<file path="src/rtl/ramp_gen.sv">
// Triangle sweep generator. It produces the scan ramp for the actuator while
// the loop is open, pulses ramp_trigger once per sweep period, and freezes
// whenever ramp_enable is low.
module ramp_gen #(
  parameter int unsigned W_OUT = 14,
  parameter int unsigned W_PER = 32
) (
  input  logic                    clk,
  input  logic                    rst,
  input  logic                    ramp_enable,
  input  logic                    ramp_reset,
  input  logic signed [W_OUT-1:0] ramp_low,
  input  logic signed [W_OUT-1:0] ramp_high,
  input  logic        [W_OUT-2:0] step_size,
  input  logic        [W_PER-1:0] step_period,
  output logic signed [W_OUT-1:0] ramp_out,
  output logic                    ramp_dir,
  output logic                    ramp_trigger
);

  typedef enum logic {UP = 1'b0, DOWN = 1'b1} state_t;

  state_t                  r_state;
  logic        [W_PER-1:0] r_presc;
  logic signed [W_OUT-1:0] r_out;
  logic                    r_trig;

  logic                    w_tick;
  logic                    w_degen;
  logic signed [W_OUT:0]   w_step;
  logic signed [W_OUT:0]   w_cur;
  logic signed [W_OUT:0]   w_low;
  logic signed [W_OUT:0]   w_high;
  logic signed [W_OUT:0]   w_up;
  logic signed [W_OUT:0]   w_dn;

  // Tick decode and one-bit-wider sweep arithmetic so that the next value
  // can never wrap past the signed range.
  always_comb begin
    w_tick  = (r_presc == step_period);
    w_degen = (ramp_low >= ramp_high);
    w_step  = (step_size == '0) ? (W_OUT+1)'(1) : {2'b00, step_size};
    w_cur   = {r_out[W_OUT-1], r_out};
    w_low   = {ramp_low[W_OUT-1], ramp_low};
    w_high  = {ramp_high[W_OUT-1], ramp_high};
    w_up    = w_cur + w_step;
    w_dn    = w_cur - w_step;
  end

  // Sweep state machine: prescaler, direction, ramp value and trigger pulse.
  always_ff @(posedge clk or posedge rst) begin
    if (rst) begin
      r_state <= UP;
      r_presc <= '0;
      r_out   <= '0;
      r_trig  <= 1'b0;
    end else if (ramp_reset) begin
      r_state <= UP;
      r_presc <= '0;
      r_out   <= ramp_low;
      r_trig  <= 1'b0;
    end else if (ramp_enable) begin
      r_trig <= 1'b0;
      if (w_tick) begin
        r_presc <= '0;
        if (w_degen) begin
          // Collapsed range still triggers every tick so downstream timing runs.
          r_out   <= ramp_low;
          r_state <= UP;
          r_trig  <= 1'b1;
        end else begin
          case (r_state)
            UP: begin
              if (w_up >= w_high) begin
                r_out   <= ramp_high;
                r_state <= DOWN;
              end else begin
                r_out <= w_up[W_OUT-1:0];
              end
            end
            DOWN: begin
              if (w_dn <= w_low) begin
                r_out   <= ramp_low;
                r_state <= UP;
                r_trig  <= 1'b1;
              end else begin
                r_out <= w_dn[W_OUT-1:0];
              end
            end
            default: r_state <= UP;
          endcase
        end
      end else begin
        r_presc <= r_presc + 1'b1;
      end
    end else begin
      r_trig <= 1'b0;
    end
  end

  assign ramp_out     = r_out;
  assign ramp_dir     = r_state;
  assign ramp_trigger = r_trig;

endmodule

</file>
<file path="config.mk">
export PLATFORM = sky130hd
export DESIGN_NAME = ramp_gen
export DESIGN_NICKNAME = d
export VERILOG_FILES = /design/src/rtl/ramp_gen.sv
export SDC_FILE = /design/constraint.sdc
export NUM_CORES = 1
export LEC_CHECK = 0
export CAP_MARGIN = 0
export CORE_MARGIN = 2
export CORE_UTILIZATION = 55
export CTS_CLUSTER_DIAMETER = 50
export DETAILED_ROUTE_END_ITERATION = 8
export PLACE_DENSITY = 0.92
export SYNTH_ARGS = -nofsm -noshare
export SYNTH_HDL_FRONTEND = slang
export SYNTH_SLANG_ARGS = --single-unit
</file>
<file path="constraint.sdc">
create_clock -name clk -period 5.2 [get_ports clk]
set_input_delay 1.04 -clock clk [delete_from_list [all_inputs] [get_ports clk]]
set_output_delay 1.04 -clock clk [all_outputs]
set_load 0.005 [all_outputs]
</file>
==> flow_metrics.py <==
metrics = {
    "yosys": {
        "synth_ff_type": "dfrtp_1",
        "syn-cell-area_mm2": 0.00567,
        "synth-seq-cells": 48,
        "synthesis.instances": 709,
        "synth_edf_count": 0,
        "yosysTopAreaCell": "dfrtp_1",
        "ys_async_sr_fraction": 1.00,
        "synth.distinct_cells": 69,
        "synthTopCellsByArea": "dfrtp_1 (21%), ha_1 (16%), xor2_1 (8.0%), nor2_1 (4.8%), inv_1 (3.8%)",
        "ys_warn_count": 0,
        "synth_area_per_cell_um2": 7.99,
        "ys_seq_area_frac": 0.212,
        "synth_top_area_frac": 0.212,
        "synth_nets": 859,
    },
    "route": {
        "routed_wl_um": 20000,
        "ant_nets": 0,
        "drt-initial-drc-count": 891,
        "vias_per_cell": 6.42,
        "drc": 0,
        "vias": 6397,
        "dr.pass1.iters": 7,
        "wl_per_cell_um": 20.1,
    },
    "floorplan": {
        "rows": 37,
        "initial_utilization": 0.557,
        "fp.dieArea_mm2": 0.0111,
        "core_mm2": 0.0102,
        "die_width_um": 106,
        "ios": 93,
        "die_h_um": 106,
    },
    "power": {
        "clkPwrFrac": 0.153,
        "combPwrFrac": 0.651,
        "power_switching_uw": 992,
        "cellInternalPower_uw": 1280,
        "vdd_drop_max_mv": 0.170,
        "p_sw_frac": 0.436,
        "p_leak_uw": 0.00352,
        "power_frac_seq": 0.196,
        "power_density_mw_per_mm2": 302,
    },
    "final_layout": {
        "syn_to_final_growth_pct": 32.6,
        "drive_above_1_share": 0.178,
        "fillers": 691,
        "antenna_cells": 0,
        "nets": 1009,
        "fin_cells": 996,
        "post-route-util": 0.738,
    },
    "place": {
        "gp_congestion": 1.01,
        "numPortBuffers": 92,
        "dp.cells": 979,
        "dp_hpwl_um": 15000,
    },
    "worst_setup_path": {
        "crit_chain": "clkdlybuf4s50_1 > a31o_2 > ha_2 > fa_2 > nor2b_2 > o21ai_2 > a311o_1 > o31ai_1 > buf_4 > or2_2 > ha_4 > and4_4 > and2_4 > buf_4 > o31ai_1 > a21oi_2 > clkbuf_4 > mux2_2 > a22oi_1 > o211ai_1",
        "reg2reg_from": "ramp_out[4]$_DFFE_PP0P_",
        "arrival_ns": 5.42,
        "cp.required_ns": 5.40,
        "reg2reg_depth": 18,
        "rrSetupSlack_ns": 0.67,
        "cp_top_family": "compound AO/OA/AOI/OAI gates",
        "critPathCaptureType": "register",
        "cp.depth": 20,
        "start_kind": "input pin",
        "worstSetupPathType": "in2reg",
        "critPathBufInv": 4,
        "crit_path_start": "step_size[0]",
        "crit_end": "ramp_out[9]$_DFFE_PP0P_",
        "cpPeakStageDelay_ns": 0.40,
        "critPathSlowestCell": "clkdlybuf4s50_1",
        "r2r-end": "ramp_out[9]$_DFFE_PP0P_",
        "cp_max_fo": 6,
    },
    "sta": {
        "min_period_ns": 5.21,
        "final_max_slew_viol_count": 0,
        "setup_viol": 1,
        "tightest_slew_ns": 1.07,
        "finalCritPeriodShare": 1.00,
        "setup_tns_ns": -0.0149,
        "worst_slack_ns": -0.0149,
        "relSlewSlack": 0.286,
        "clock_skew_ns": 0.0219,
        "fmax_ghz": 0.192,
        "hold_violations": 0,
    },
    "clocking": {
        "numClockSinks": 48,
        "clk_latency_ns": 0.33,
        "root_buffer": "clkbuf_8",
        "path_clk_slew_ns": 0.11,
        "tritoncts": "done",
        "cts.htree.levels": 2,
        "cts_made_buffers": 5,
        "ctsLongestPathBuffers": 2,
        "postCtsHoldBufs": 0,
    },
    "global_routing": {
        "overflow": 0,
        "grt.met1_usage": 0.439,
        "grt_first_pass_wirelength_um": 31300,
        "gr-usage-met2": 0.585,
        "grt_start_max_net_pins": 49,
        "grt_pass1_vias": 6344,
        "top_usage_layer": "met2",
        "use_met3": 0.0637,
        "grt_util_all_layers": 0.350,
        "antenna_found_initial": 0,
    },
    "min_path": {
        "hold_class": "reg2reg",
    },
    "run_status": {
        "status": "finished with violations",
        "violations": "negative setup slack",
    },
    "job": {
        "cap_violations": 0,
    },
}
routing by layer:
layer | share of wire | vias to the layer above
met5 | 0 | -
met4 | 0.044 | 0
met3 | 0.11 | 106
met2 | 0.47 | 471
met1 | 0.37 | 2972
li1 | - | 2848
worst register-to-register path: stages, from the launching register on:
cell	delay [ns]
dfrtp_1	0.46
ha_1	0.40
buf_4	0.15
nor2b_1	0.06
o21bai_1	0.33
buf_4	0.18
a32oi_1	0.14
a221oi_1	0.37
xnor2_1	0.21
ha_1	0.33
and4_4	0.21
and2_4	0.15
buf_4	0.10
o31ai_1	0.08
a21oi_2	0.29
clkbuf_4	0.26
mux2_2	0.35
a22oi_1	0.20
o211ai_1	0.13
flip-flops by register name, indices dropped and copies added, names as in the netlist:
name / count
r_presc: 32
ramp_out: 14
ramp_trigger: 1
ramp_dir: 1
stage by stage:
stage          hold slack [ns]  power (µW)  worst slack (ns)  area, µm²
2_1_floorplan            0.464        1220            0.0186       5670
3_3_place_gp             0.514        1710            -0.684       7180
3_5_place_dp             0.518        1750            -0.871       7180
4_1_cts                  0.535        2130           0.00476       7410
5_1_grt                  0.560        2380            -0.167       7520
6_report                 0.536        2270           -0.0149       7520
cell usage in the layout, fill, tap and decap left out, types with 5 or more instances in the layout:
cell type        synthesis  layout
and4_1                   6       5
dfrtp_1                 48      48
nand2_1                 38      38
inv_1                   58      56
and3_1                  13      13
mux2_2                   7       7
nor4_1                  14      11
nand4_1                 20      20
ha_1                    71      68
a31oi_1                  6       5
a22oi_1                  6       5
clkbuf_8                 0       5
nor3_1                  18      18
nor2_1                  72      71
clkbuf_2                 0       8
xnor2_1                 21      21
o21bai_1                 5       5
clkdlybuf4s50_1          0      80
xor2_1                  52      51
a21oi_1                 34      33
nand3_1                 32      31
a21o_1                   6       6
nand2b_1                 9       9
nor2b_1                  6       5
o21ai_0                 29      27
a211oi_1                 8       7
o211ai_1                11      11
buf_4                    1      83
o31ai_1                  8       6
repair_timing:
item,4_1_cts,5_1_grt
hold endpoints to repair,0,0
pin swaps,16,21
cloned,1,1
setup buffers,4,3
gates resized for setup,28,46
setup endpoints to repair,16,16
power groups by stage:
stage | Sequential, µW | Clock [µW] | Combinational [µW]
after floorplan | 431 | 0 | 791
after global placement | 448 | 0 | 1260
after detailed placement | 449 | 0 | 1300
after CTS | 442 | 341 | 1350
after global routing | 446 | 355 | 1570
final | 445 | 347 | 1480
cells in the mapped netlist, drive strengths merged (3+ instances only):
master / count
nor4: 14
nor2b: 7
o21bai: 5
a311o: 3
buf: 11
a221oi: 4
xor2: 52
o211ai: 11
dfrtp: 48
nand2b: 9
a211oi: 8
clkbuf: 24
a22oi: 6
o311ai: 3
nand2: 38
and4: 6
nand3: 32
a21oi: 35
nand3b: 4
ha: 71
o31ai: 9
a31oi: 6
mux2: 7
and2: 5
and3: 13
a221o: 4
inv: 58
nand4: 20
nor2: 72
xnor2: 21
a21o: 6
mux2i: 4
o21ai: 29
nor3: 18
nor3b: 3
or2: 5
how the worst min path moves through the flow:
stage	end	from	depth (start not counted)	slack (ns)
2_1_floorplan	r_presc[31]$_DFFE_PP0P_	r_presc[31]$_DFFE_PP0P_	1	0.46
3_3_place_gp	r_presc[31]$_DFFE_PP0P_	r_presc[31]$_DFFE_PP0P_	1	0.51
3_5_place_dp	r_presc[31]$_DFFE_PP0P_	r_presc[31]$_DFFE_PP0P_	1	0.52
4_1_cts	r_presc[31]$_DFFE_PP0P_	r_presc[31]$_DFFE_PP0P_	1	0.53
5_1_grt	r_presc[31]$_DFFE_PP0P_	r_presc[31]$_DFFE_PP0P_	1	0.56
6_report	r_presc[31]$_DFFE_PP0P_	r_presc[31]$_DFFE_PP0P_	1	0.54
layout make-up:
type,instances,area (µm²),share of cell area
clock inverters,3,68.8,0.00915
flip-flops and latches,48,1200,0.160
clock buffers,5,68.8,0.00915
repair buffers,179,1550,0.206
inverters,58,218,0.0290
multi-input cells,567,4240,0.565
well taps,136,170,0.0226
logic make-up after synthesis:
family / share of synthesized area
and+or+nand+nor: 0.228
AOI/OAI and AO/OA: 0.193
buffers and inverters: 0.0693
xor gates and xnor gates: 0.113
adders and majority gates: 0.164
DFF: 0.212
muxes: 0.0210
(Power assumes the default switching activity.)
